**src/rtl/pipe_latch_skid.sv**
```systemverilog
// Pipeline stage register with valid/ready handshake, 2-entry skid buffer and lock/flush controls.
// Optional statistics counters are built only when PIPE_LATCH_STATS_EN is defined.
module pipe_latch_skid #(
  parameter int DATA_W = 32,
  parameter int CNT_W  = 16
) (
  input  logic              clk_i,
  input  logic              rst_ni,
  input  logic              flush_i,
  input  logic              lock_i,
  input  logic              in_valid_i,
  output logic              in_ready_o,
  input  logic [DATA_W-1:0] in_data_i,
  output logic              out_valid_o,
  input  logic              out_ready_i,
  output logic [DATA_W-1:0] out_data_o,
  output logic [1:0]        occ_o,
  output logic [CNT_W-1:0]  stall_cnt_o,
  output logic [CNT_W-1:0]  flush_cnt_o
);

  logic              main_v, skid_v;
  logic [DATA_W-1:0] main_d, skid_d;
  logic              acc, emit;

  // Ready is derived from skid occupancy only, so it never depends on out_ready_i.
  assign in_ready_o  = !skid_v && !lock_i && !flush_i;
  assign out_valid_o = main_v && !lock_i && !flush_i;
  assign acc         = in_valid_i && in_ready_o;
  assign emit        = out_valid_o && out_ready_i;

  assign out_data_o = main_d;
  assign occ_o      = {skid_v, main_v ^ skid_v};

  // Lock needs no branch of its own: it forces acc and emit low, so every register holds.
  // NOTE: all state uses non-blocking assignments so each register samples pre-edge values.
  always_ff @(posedge clk_i or negedge rst_ni) begin
    if (!rst_ni) begin
      main_v <= 1'b0;
      skid_v <= 1'b0;
      main_d <= '0;
      skid_d <= '0;
    end else if (flush_i) begin
      // Payload is cleared too, so out_data_o reads 0 after a flush.
      main_v <= 1'b0;
      skid_v <= 1'b0;
      main_d <= '0;
      skid_d <= '0;
    end else if (!main_v) begin
      if (acc) begin
        main_v <= 1'b1;
        main_d <= in_data_i;
      end
    end else if (!skid_v) begin
      if (acc && emit) begin
        main_d <= in_data_i;
      end else if (acc) begin
        skid_v <= 1'b1;
        skid_d <= in_data_i;
      end else if (emit) begin
        main_v <= 1'b0;
      end
    end else if (emit) begin
      main_d <= skid_d;
      skid_v <= 1'b0;
    end
  end

`ifdef PIPE_LATCH_STATS_EN
  logic [CNT_W-1:0] stall_cnt_q, flush_cnt_q;
  logic             stall_ev, flush_ev;

  assign stall_ev = main_v && !flush_i && (lock_i || !out_ready_i);
  assign flush_ev = flush_i && (main_v || skid_v);

  // Both counters saturate at all-ones rather than wrapping.
  always_ff @(posedge clk_i or negedge rst_ni) begin
    if (!rst_ni) begin
      stall_cnt_q <= '0;
      flush_cnt_q <= '0;
    end else begin
      if (stall_ev && (stall_cnt_q != '1)) stall_cnt_q <= stall_cnt_q + 1'b1;
      if (flush_ev && (flush_cnt_q != '1)) flush_cnt_q <= flush_cnt_q + 1'b1;
    end
  end

  assign stall_cnt_o = stall_cnt_q;
  assign flush_cnt_o = flush_cnt_q;
`else
  assign stall_cnt_o = '0;
  assign flush_cnt_o = '0;
`endif

endmodule

```
**config.mk**
```make
export PLATFORM = sky130hd
export DESIGN_NAME = pipe_latch_skid
export DESIGN_NICKNAME = d
export VERILOG_FILES = /design/src/rtl/pipe_latch_skid.sv
export SDC_FILE = /design/constraint.sdc
export NUM_CORES = 1
export LEC_CHECK = 0
export CAP_MARGIN = 20
export CORE_MARGIN = 3
export CORE_UTILIZATION = 43
export CTS_CLUSTER_DIAMETER = 100
export CTS_CLUSTER_SIZE = 24
export DETAILED_ROUTE_END_ITERATION = 7
export HOLD_SLACK_MARGIN = 0.1
export PLACE_DENSITY = 0.74
export SYNTH_ARGS = -nofsm -noshare
export SYNTH_HDL_FRONTEND = slang
export SYNTH_SLANG_ARGS = --single-unit
```
**constraint.sdc**
```tcl
create_clock -name clk_i -period 1.4 [get_ports clk_i]
set_input_delay 0.28 -clock clk_i [delete_from_list [all_inputs] [get_ports clk_i]]
set_output_delay 0.28 -clock clk_i [all_outputs]
set_load 0.01 [all_outputs]
```
Word-level counts from Yosys, hierarchy flattened --
Index checks and enable logic that the tools add are counted.
Operators by class: equality and inequality tests 4, mux-type cells 21, bitwise operators 1, reductions and logical operators 15
Operator list (count):
- $mux 32 | 10
- $mux 1 | 11
- $logic_and 1x1->1 | 7
- $ne 2x2->1 const B | 2
- $ne 4x2->1 const B | 1
- $ne 4x3->1 const B | 1
- $reduce_and 4->1 | 1
- $reduce_bool 2->1 | 2
- $logic_not 1->1 | 3
- $reduce_and 3->1 | 1
- $reduce_bool 3->1 | 1
- $xor 1x1->1 | 1
Word-level totals: flip-flop bits (word level) 66, input bits 38, output and inout port bits 68, word-level logic and storage cells 45

Logic depth before layout (Yosys ltp) --
Gate-level depths: netlist of run 1.
depth in word-level cells 10, gate-level depth with buffers 5

Worst setup path before layout of run 1 --
No wires, ideal clock.
path kind register to register, start reg skid_v, end reg main_d[0], in the netlist out_data_o[0], library setup time 0.078 ns, arrival 1.293 ns, required time 1.322 ns, path slack 0.029 ns, stages on the path, launching flop included 6, path buffers 2, period minus slack after synthesis 1.371 ns, path through dfrtp_1 buf_6 mux2_4 a31oi_4 buf_6 o2bb2ai_1
On the way: longest elaborated chain between the ends 7, elaborated cells on any way between the ends 12, those cells by class eq/ne: 2; mux: 3; reduce/logical: 7
RTL lines:
- from (decl) | RTL line 22 | logic main_v, skid_v;
- from (signal assigned) | RTL line 40 | skid_v <= 1'b0;
- from (signal assigned) | RTL line 46 | skid_v <= 1'b0;
- from (signal assigned) | RTL line 58 | skid_v <= 1'b1;
- $logic_not 1->1
- $logic_and 1x1->1 (2 in a row) | RTL line 27 | assign in_ready_o = !skid_v && !lock_i && !flush_i;
- $logic_and 1x1->1 | RTL line 29 | assign acc = in_valid_i && in_ready_o;
- $logic_and 1x1->1 | RTL line 55 | if (acc && emit) begin
- $ne 4x2->1 (no line)
- $reduce_and 3->1 (no line)
- to (signal assigned) | RTL line 52 | main_d <= in_data_i;
- to (signal assigned) | RTL line 56 | main_d <= in_data_i;
- to (signal assigned) | RTL line 64 | main_d <= skid_d;
- to (decl) | RTL line 23 | logic [DATA_W-1:0] main_d, skid_d;
Several ways; a longest one is shown, not always the timed one. A chain may end at the register's enable or synchronous reset.

Worst setup path after layout of run 1 --
start reg skid_v, end reg main_d[27], in the netlist out_data_o[27]
The elaborated chain is that of the path after synthesis.

==> results of run 1 <==
==> metrics by stage <==
stage	setup WS (ns)	hold slack [ns]	instances	cell area, um^2	power (mW)
finish	-0.1432	0.1994	494	4687	4.238
CTS	-0.1199	0.1726	493	4631	4.288
detailed placement	-0.4946	0.3320	467	4282	2.649
floorplan	0.02913	-0.01559	330	3623	2.373
global route	-0.1960	0.1859	494	4687	4.453
global placement	-0.4262	0.3311	467	4282	2.640
==> sequential cells by signal, indices dropped and copies added (netlist names) <==
register    flops
out_data_o     32
skid_d         32
main_v          1
skid_v          1
==> layer usage <==
layer	routed length (um)	track usage (%)	share of wire [%]	vias to the layer above
met2	4131	30.02	50	74
met5	0	0	0	-
met4	106	7.360	1.3	0
met3	441	3.518	5.4	10
met1	3560	25.09	43	1217
li1	-	-	-	1149
==> cell type report <==
type / instances / area (um^2)
clock buffer: 14 / 162.7
multi-input combinational: 207 / 1657
clock inverter: 2 / 35.03
inverter: 3 / 11.26
timing repair buffer: 100 / 1041
sequential: 66 / 1653
fill: 662 / 3120
tap: 102 / 127.6
==> Yosys cell counts, drive strengths merged <==
master   number
conb          1
nor3          2
o2bb2ai      32
o31ai         1
xor2          1
clkbuf        8
nand3         1
nand3b        1
a221oi        1
nor2b         2
nand4b        1
inv           3
a31oi         1
nand2         1
nand2b       65
mux2i        64
mux2          1
buf          46
a21oi         1
dfrtp        66
==> worst max-delay path, delay by kind of cell, from the launching register on <==
family	cells	cell delay (ns)
DFF	1	0.42
buffers and inverters	2	0.34
AOI/OAI and AO/OA	2	0.40
muxes	1	0.31
==> power by group <==
part / total [mW] / internal, mW / switching (mW)
sequential: 2.00 / 1.96 / 0.0375
clock: 1.61 / 0.921 / 0.693
combinational: 0.622 / 0.310 / 0.311
==> worst paths after layout <==
kind,from,to,slack [ns]
hold / removal,flush_i,skid_v,0.20
min in group asynchronous,rst_ni,skid_d[11],0.48
setup / recovery,skid_v,out_data_o[27],-0.14
hold reg to reg,out_data_o[19],out_data_o[19],0.48
max in group asynchronous,rst_ni,skid_v,0.59
setup reg to reg,skid_v,out_data_o[27],-0.14
==> layout by cell type, fill, tap and decap left out <==
cell type,count
sky130_fd_sc_hd__clkbuf_16,1
sky130_fd_sc_hd__nand4b_1,1
sky130_fd_sc_hd__bufinv_16,1
sky130_fd_sc_hd__o31ai_1,1
sky130_fd_sc_hd__nor2b_1,1
sky130_fd_sc_hd__clkdlybuf4s50_1,34
sky130_fd_sc_hd__dfrtp_2,1
sky130_fd_sc_hd__dfrtp_1,65
sky130_fd_sc_hd__mux2i_1,63
sky130_fd_sc_hd__nand2_2,1
sky130_fd_sc_hd__xor2_1,1
sky130_fd_sc_hd__clkinv_2,1
sky130_fd_sc_hd__clkbuf_8,11
sky130_fd_sc_hd__nand2b_1,65
sky130_fd_sc_hd__buf_16,3
sky130_fd_sc_hd__dlygate4sd3_1,1
sky130_fd_sc_hd__o2bb2ai_1,23
sky130_fd_sc_hd__buf_4,10
sky130_fd_sc_hd__dlygate4sd2_1,33
sky130_fd_sc_hd__nand3_1,1
sky130_fd_sc_hd__clkbuf_1,3
sky130_fd_sc_hd__nand3b_1,1
sky130_fd_sc_hd__a31oi_4,1
sky130_fd_sc_hd__buf_6,7
sky130_fd_sc_hd__a21oi_1,1
sky130_fd_sc_hd__buf_2,5
sky130_fd_sc_hd__inv_1,3
sky130_fd_sc_hd__buf_8,1
sky130_fd_sc_hd__buf_12,5
sky130_fd_sc_hd__mux2_4,1
sky130_fd_sc_hd__mux2i_4,1
sky130_fd_sc_hd__a221oi_1,1
sky130_fd_sc_hd__nor3_4,1
sky130_fd_sc_hd__nor2b_4,1
sky130_fd_sc_hd__nor3_2,1
sky130_fd_sc_hd__o2bb2ai_2,9
sky130_fd_sc_hd__conb_1,32
==> repair_timing <==
action                                  in CTS  in global routing
pin swaps                                    4                  2
hold endpoints to repair                    66                  0
gates cloned                                 3                  1
hold buffers                                 1                  0
setup buffers                                7                  2
endpoints found under the setup margin     100                 68
gates resized for setup                     66                 11
==> kinds of logic after synthesis <==
kind of cell	after synthesis
buffers and inverters	57
AND/OR/NAND/NOR	73
other	1
flip-flops	66
AO/OA/AOI/OAI	36
XOR/XNOR	1
multiplexers	65
==> impl_metrics.toml, run 1 <==
[outcome]
status = "finished, violations left"
violations = "setup timing"

[drt]
drt_pre_antenna_iters = 4
drt-total-wl_um = 8239
route.vias.total = 2450
drt_first_iter_violations = 82
drt-wirelength-per-cell_um = 16.68
viasPerCell = 4.960
antenna_violating_nets_remaining = 0
post-route-drc-count = 0

[pwr]
peak_vdd_ir_uv = 450.3
leakagePower_nw = 2.354
powerDensity_nw_per_um2 = 904.1

[hold_path]
timing.hold.worst_path_depth = 2
hp-class = "input port to flip-flop"

[die]
initial_core_util_pct = 44.92
core-area_um2 = 7807
floorplan.die_area_um2 = 9276
row_count = 32
die-height_um = 96.31
io-pin-count = 106
die-width_um = 96.31

[clock_network]
clock_path_buffers = 2
cts_made_buffers = 9
htreeDepth = 3
clock_transition_at_the_registers_of_the_reported_paths_ns = 0.07
cts_root_buffer = "sky130_fd_sc_hd__clkbuf_8"
tritoncts = "built"
insertion_delay_ns = 0.33
number_of_clock_sinks = 66

[timing]
maxSlewViolCount = 0
setup_viol = 67
finalCritPeriodShare_pct = 110.2
final_hold_fails = 0
fin_skew_ns = 0.004667
fmax_mhz = 648.0
finalWorstPathRequiredPeriod_ns = 1.543
grt_setup_unrepaired = "yes"
worst_slack_ns = -0.1432
fin_setup_tns_ns = -6.304

[setup_path]
worstSetupEndpointType = "flip-flop"
path_cells = "buf_6 > mux2_4 > a31oi_4 > buf_8 > o2bb2ai_1"
critPathArrivalTime_ns = 1.80
critical_path_required_ns = 1.65
critPathMaxStageDelay_ns = 0.42
critical-path-slowest-cell = "sky130_fd_sc_hd__dfrtp_2"
worstRegToRegCells = 5
cp-start-kind = "flip-flop"
cp_max_fo = 14
worstSetupPathType = "flip-flop to flip-flop"

[global_route]
grt_pass1_wl_um = 13080
globalRoute.totalOverflow = 0
maximum_number_of_pins_on_one_net_before_global_route_repair = 67
grt_pass1_vias = 2564
initial_antenna_violation_count = 0
grtUsageTotal_pct = 18.74

[yosys]
sequential_area_share_after_synthesis_pct = 47.09
synthesized_flop_and_latch_total = 66
yosys.area.top_type = "sky130_fd_sc_hd__dfrtp_1"
yosysTopAreaCellShare_pct = 47.09
syn-instance-count = 299
syn_area_um2 = 3507
post_synth_xor_area_fraction_pct = 0.2497
synth.area.mux_share_pct = 18.69
main_combinational_cell_family_by_area_after_synthesis = "multiplexers"
synth-adder-area-share_pct = 0
synth_compound_area_share_pct = 9.204
yosys_warnings = 0
synth_simple_gate_area_share_pct = 13.27
yosys.cell_types.count = 24
synth.area.top_cells = "sky130_fd_sc_hd__dfrtp_1 47%, sky130_fd_sc_hd__mux2i_1 18%, sky130_fd_sc_hd__nand2b_1 12%"
avgSynthCellArea_um2 = 11.73

[cells_and_area]
post_layout_net_count = 425
insertedDiodeCount = 0
final_core_util_pct = 60.03
post_route_cells_drive_above_1_share_pct = 15.82
area_growth_syn_to_layout_pct = 33.64

[job]
maxCapViolations = 0

[placement]
gp_congestion = 0.7216
dp_hpwl_um = 5070
numPortBuffers = 73
No activity file was read; power rests on OpenSTA's default activity.
==> inputs of run 2 (changes only) <==
--- a/config.mk
+++ b/config.mk
@@ -12,7 +12,7 @@
 export CTS_CLUSTER_SIZE = 24
 export DETAILED_ROUTE_END_ITERATION = 7
 export HOLD_SLACK_MARGIN = 0.1
-export PLACE_DENSITY = 0.74
+export PLACE_DENSITY = 0.77
 export SYNTH_ARGS = -nofsm -noshare
 export SYNTH_HDL_FRONTEND = slang
 export SYNTH_SLANG_ARGS = --single-unit
==> impl_metrics.toml, run 2 (synthesized netlist as in run 1, its figures left out) <==
[placement]
dp_hpwl_um = 4927
numPortBuffers = 73
gp_congestion = 0.7248
placed_instance_count = 469
detailedPlace.worstSlack_ns = -0.4614

[cells_and_area]
area_growth_syn_to_layout_pct = 30.54
post_layout_net_count = 426
final_core_util_pct = 58.64
mostFrequentLayoutCells = "65 x sky130_fd_sc_hd__nand2b_1, 65 x sky130_fd_sc_hd__dfrtp_1, 63 x sky130_fd_sc_hd__mux2i_1, 34 x sky130_fd_sc_hd__clkdlybuf4s50_1, 33 x sky130_fd_sc_hd__dlygate4sd2_1"
insertedDiodeCount = 0
instances_no_fill = 494
post_route_cells_drive_above_1_share_pct = 14.03

[timing]
worst_slack_ns = -0.1125
fin_setup_tns_ns = -3.076
setup_viol = 55
fmax_mhz = 661.2
finalWorstPathRequiredPeriod_ns = 1.513
grt_setup_unrepaired = "yes"
maxSlewViolCount = 0
finalCritPeriodShare_pct = 108.0
fin_skew_ns = 0.01202
final_hold_fails = 0

[pwr]
totalPowerFinal_mw = 3.907
powerDensity_nw_per_um2 = 853.4
leakagePower_nw = 2.311
power.sequential.fraction_pct = 51.2
switchingPower_mw = 1.013
clock_power_share_pct = 33.6
peak_vdd_ir_uv = 473.6
power.share.switching_pct = 25.94
p_comb_share_pct = 15.2
intPower_mw = 2.893

[die]
die-width_um = 96.31
die-height_um = 96.31
floorplan.die_area_um2 = 9276
core-area_um2 = 7807
io-pin-count = 106
row_count = 32
initial_core_util_pct = 44.92

[setup_path]
cp_num_buf_inv = 2
path_cells = "buf_6 > mux2_4 > a31oi_4 > buf_12 > o2bb2ai_1"
critical-path-slowest-cell = "sky130_fd_sc_hd__dfrtp_2"
critPathMaxStageDelay_ns = 0.44
cp_max_fo = 21
timing.critical_path.max_delay_family = "flip-flops"
cp-start-kind = "flip-flop"
worstSetupPathType = "flip-flop to flip-flop"
critPathArrivalTime_ns = 1.76
critical_path_required_ns = 1.65
worstSetupEndpointType = "flip-flop"

[global_route]
grt_pass1_wl_um = 12210
initial_antenna_violation_count = 0
grtUsageTotal_pct = 17.24
globalRoute.totalOverflow = 0
maximum_number_of_pins_on_one_net_before_global_route_repair = 67
grt_pass1_vias = 2399

[drt]
viasPerCell = 4.945
antenna_violating_nets_remaining = 0
drt_first_iter_violations = 77
drt_pre_antenna_iters = 4
post-route-drc-count = 0
drt-total-wl_um = 7472
route.vias.total = 2443
drt-wirelength-per-cell_um = 15.13

[clock_network]
cts_made_buffers = 9
clock_path_buffers = 2
number_of_clock_sinks = 66
clock_transition_at_the_registers_of_the_reported_paths_ns = 0.06
tritoncts = "built"
htreeDepth = 3
insertion_delay_ns = 0.33
cts_root_buffer = "sky130_fd_sc_hd__clkbuf_8"

[outcome]
status = "finished, violations left"
violations = "setup timing"

[job]
maxCapViolations = 0

[hold_path]
hp-class = "input port to flip-flop"
[run 2: area by class of cell]
| type | instances | area [um^2] |
|---|---|---|
| inverters | 3 | 11.26 |
| clock inverters | 3 | 17.52 |
| clock buffers | 12 | 135.1 |
| flip-flops and latches | 66 | 1653 |
| repair buffers | 101 | 1028 |
| fillers | 680 | 3229 |
| well taps | 102 | 127.6 |
| multi-input cells | 207 | 1605 |
[run 2: timing repair]
| item | 4_1_cts | 5_1_grt |
|---|---|---|
| endpoints found under the hold margin | 66 | 0 |
| resized for setup | 59 | 7 |
| hold buffers | 1 | 0 |
| pin swaps | 2 | 0 |
| buffers inserted | 5 | 2 |
| endpoints found under the setup margin | 100 | 67 |
| gates cloned | 2 | 0 |
[run 2: layer usage]
layer / track usage (%) / vias to the layer above / share of wire [%] / wire (um)
met2: 25.99 / 77 / 47 / 3533
li1: - / 1146 / - / -
met5: 0 / - / 0 / 0
met4: 6.893 / 0 / 0.83 / 62
met1: 23.57 / 1213 / 45 / 3374
met3: 4.535 / 7 / 6.7 / 502
[run 2: final timing paths]
check                          startpoint             end  slack, ns  depth (start not counted)
min in group asynchronous          rst_ni      skid_d[18]       0.48                          3
hold / removal                    flush_i          main_v       0.47                          3
max in group asynchronous          rst_ni  out_data_o[26]       0.60                          3
hold reg to reg            out_data_o[11]  out_data_o[11]       0.48                          1
setup reg to reg                   skid_v  out_data_o[28]      -0.11                          5
setup / recovery                   skid_v  out_data_o[28]      -0.11                          5
[run 2: stage by stage]
stage | hold WS, ns | instance area, um^2
floorplan | -0.01559 | 3623
global placement | 0.3265 | 4297
detailed placement | 0.3307 | 4297
CTS | 0.4314 | 4529
global route | 0.4891 | 4578
finish | 0.4726 | 4578
[run 2: tightest hold or removal path: cells and delay by family]
kind,cells,cell delay (ns)
buf+inv,2,0.41
compound gates,1,0.06
[run 2: power by group through the flow]
stage | clock, mW | combinational, mW | sequential (mW)
after detailed placement | 0 | 0.608 | 2.03
final | 1.31 | 0.596 | 2.00
after global placement | 0 | 0.598 | 2.03
after CTS | 1.36 | 0.591 | 2.00
after global routing | 1.45 | 0.656 | 2.01
after floorplan | 0 | 0.322 | 2.05
==> inputs of run 3 (changes only) <==
--- a/config.mk
+++ b/config.mk
@@ -8,11 +8,11 @@
 export CAP_MARGIN = 20
 export CORE_MARGIN = 3
 export CORE_UTILIZATION = 43
-export CTS_CLUSTER_DIAMETER = 100
 export CTS_CLUSTER_SIZE = 24
 export DETAILED_ROUTE_END_ITERATION = 7
 export HOLD_SLACK_MARGIN = 0.1
 export PLACE_DENSITY = 0.77
+export SLEW_MARGIN = 20
 export SYNTH_ARGS = -nofsm -noshare
 export SYNTH_HDL_FRONTEND = slang
 export SYNTH_SLANG_ARGS = --single-unit
==> results of run 3 <==
Final layout, timing and power as in run 2 (identical DEF).
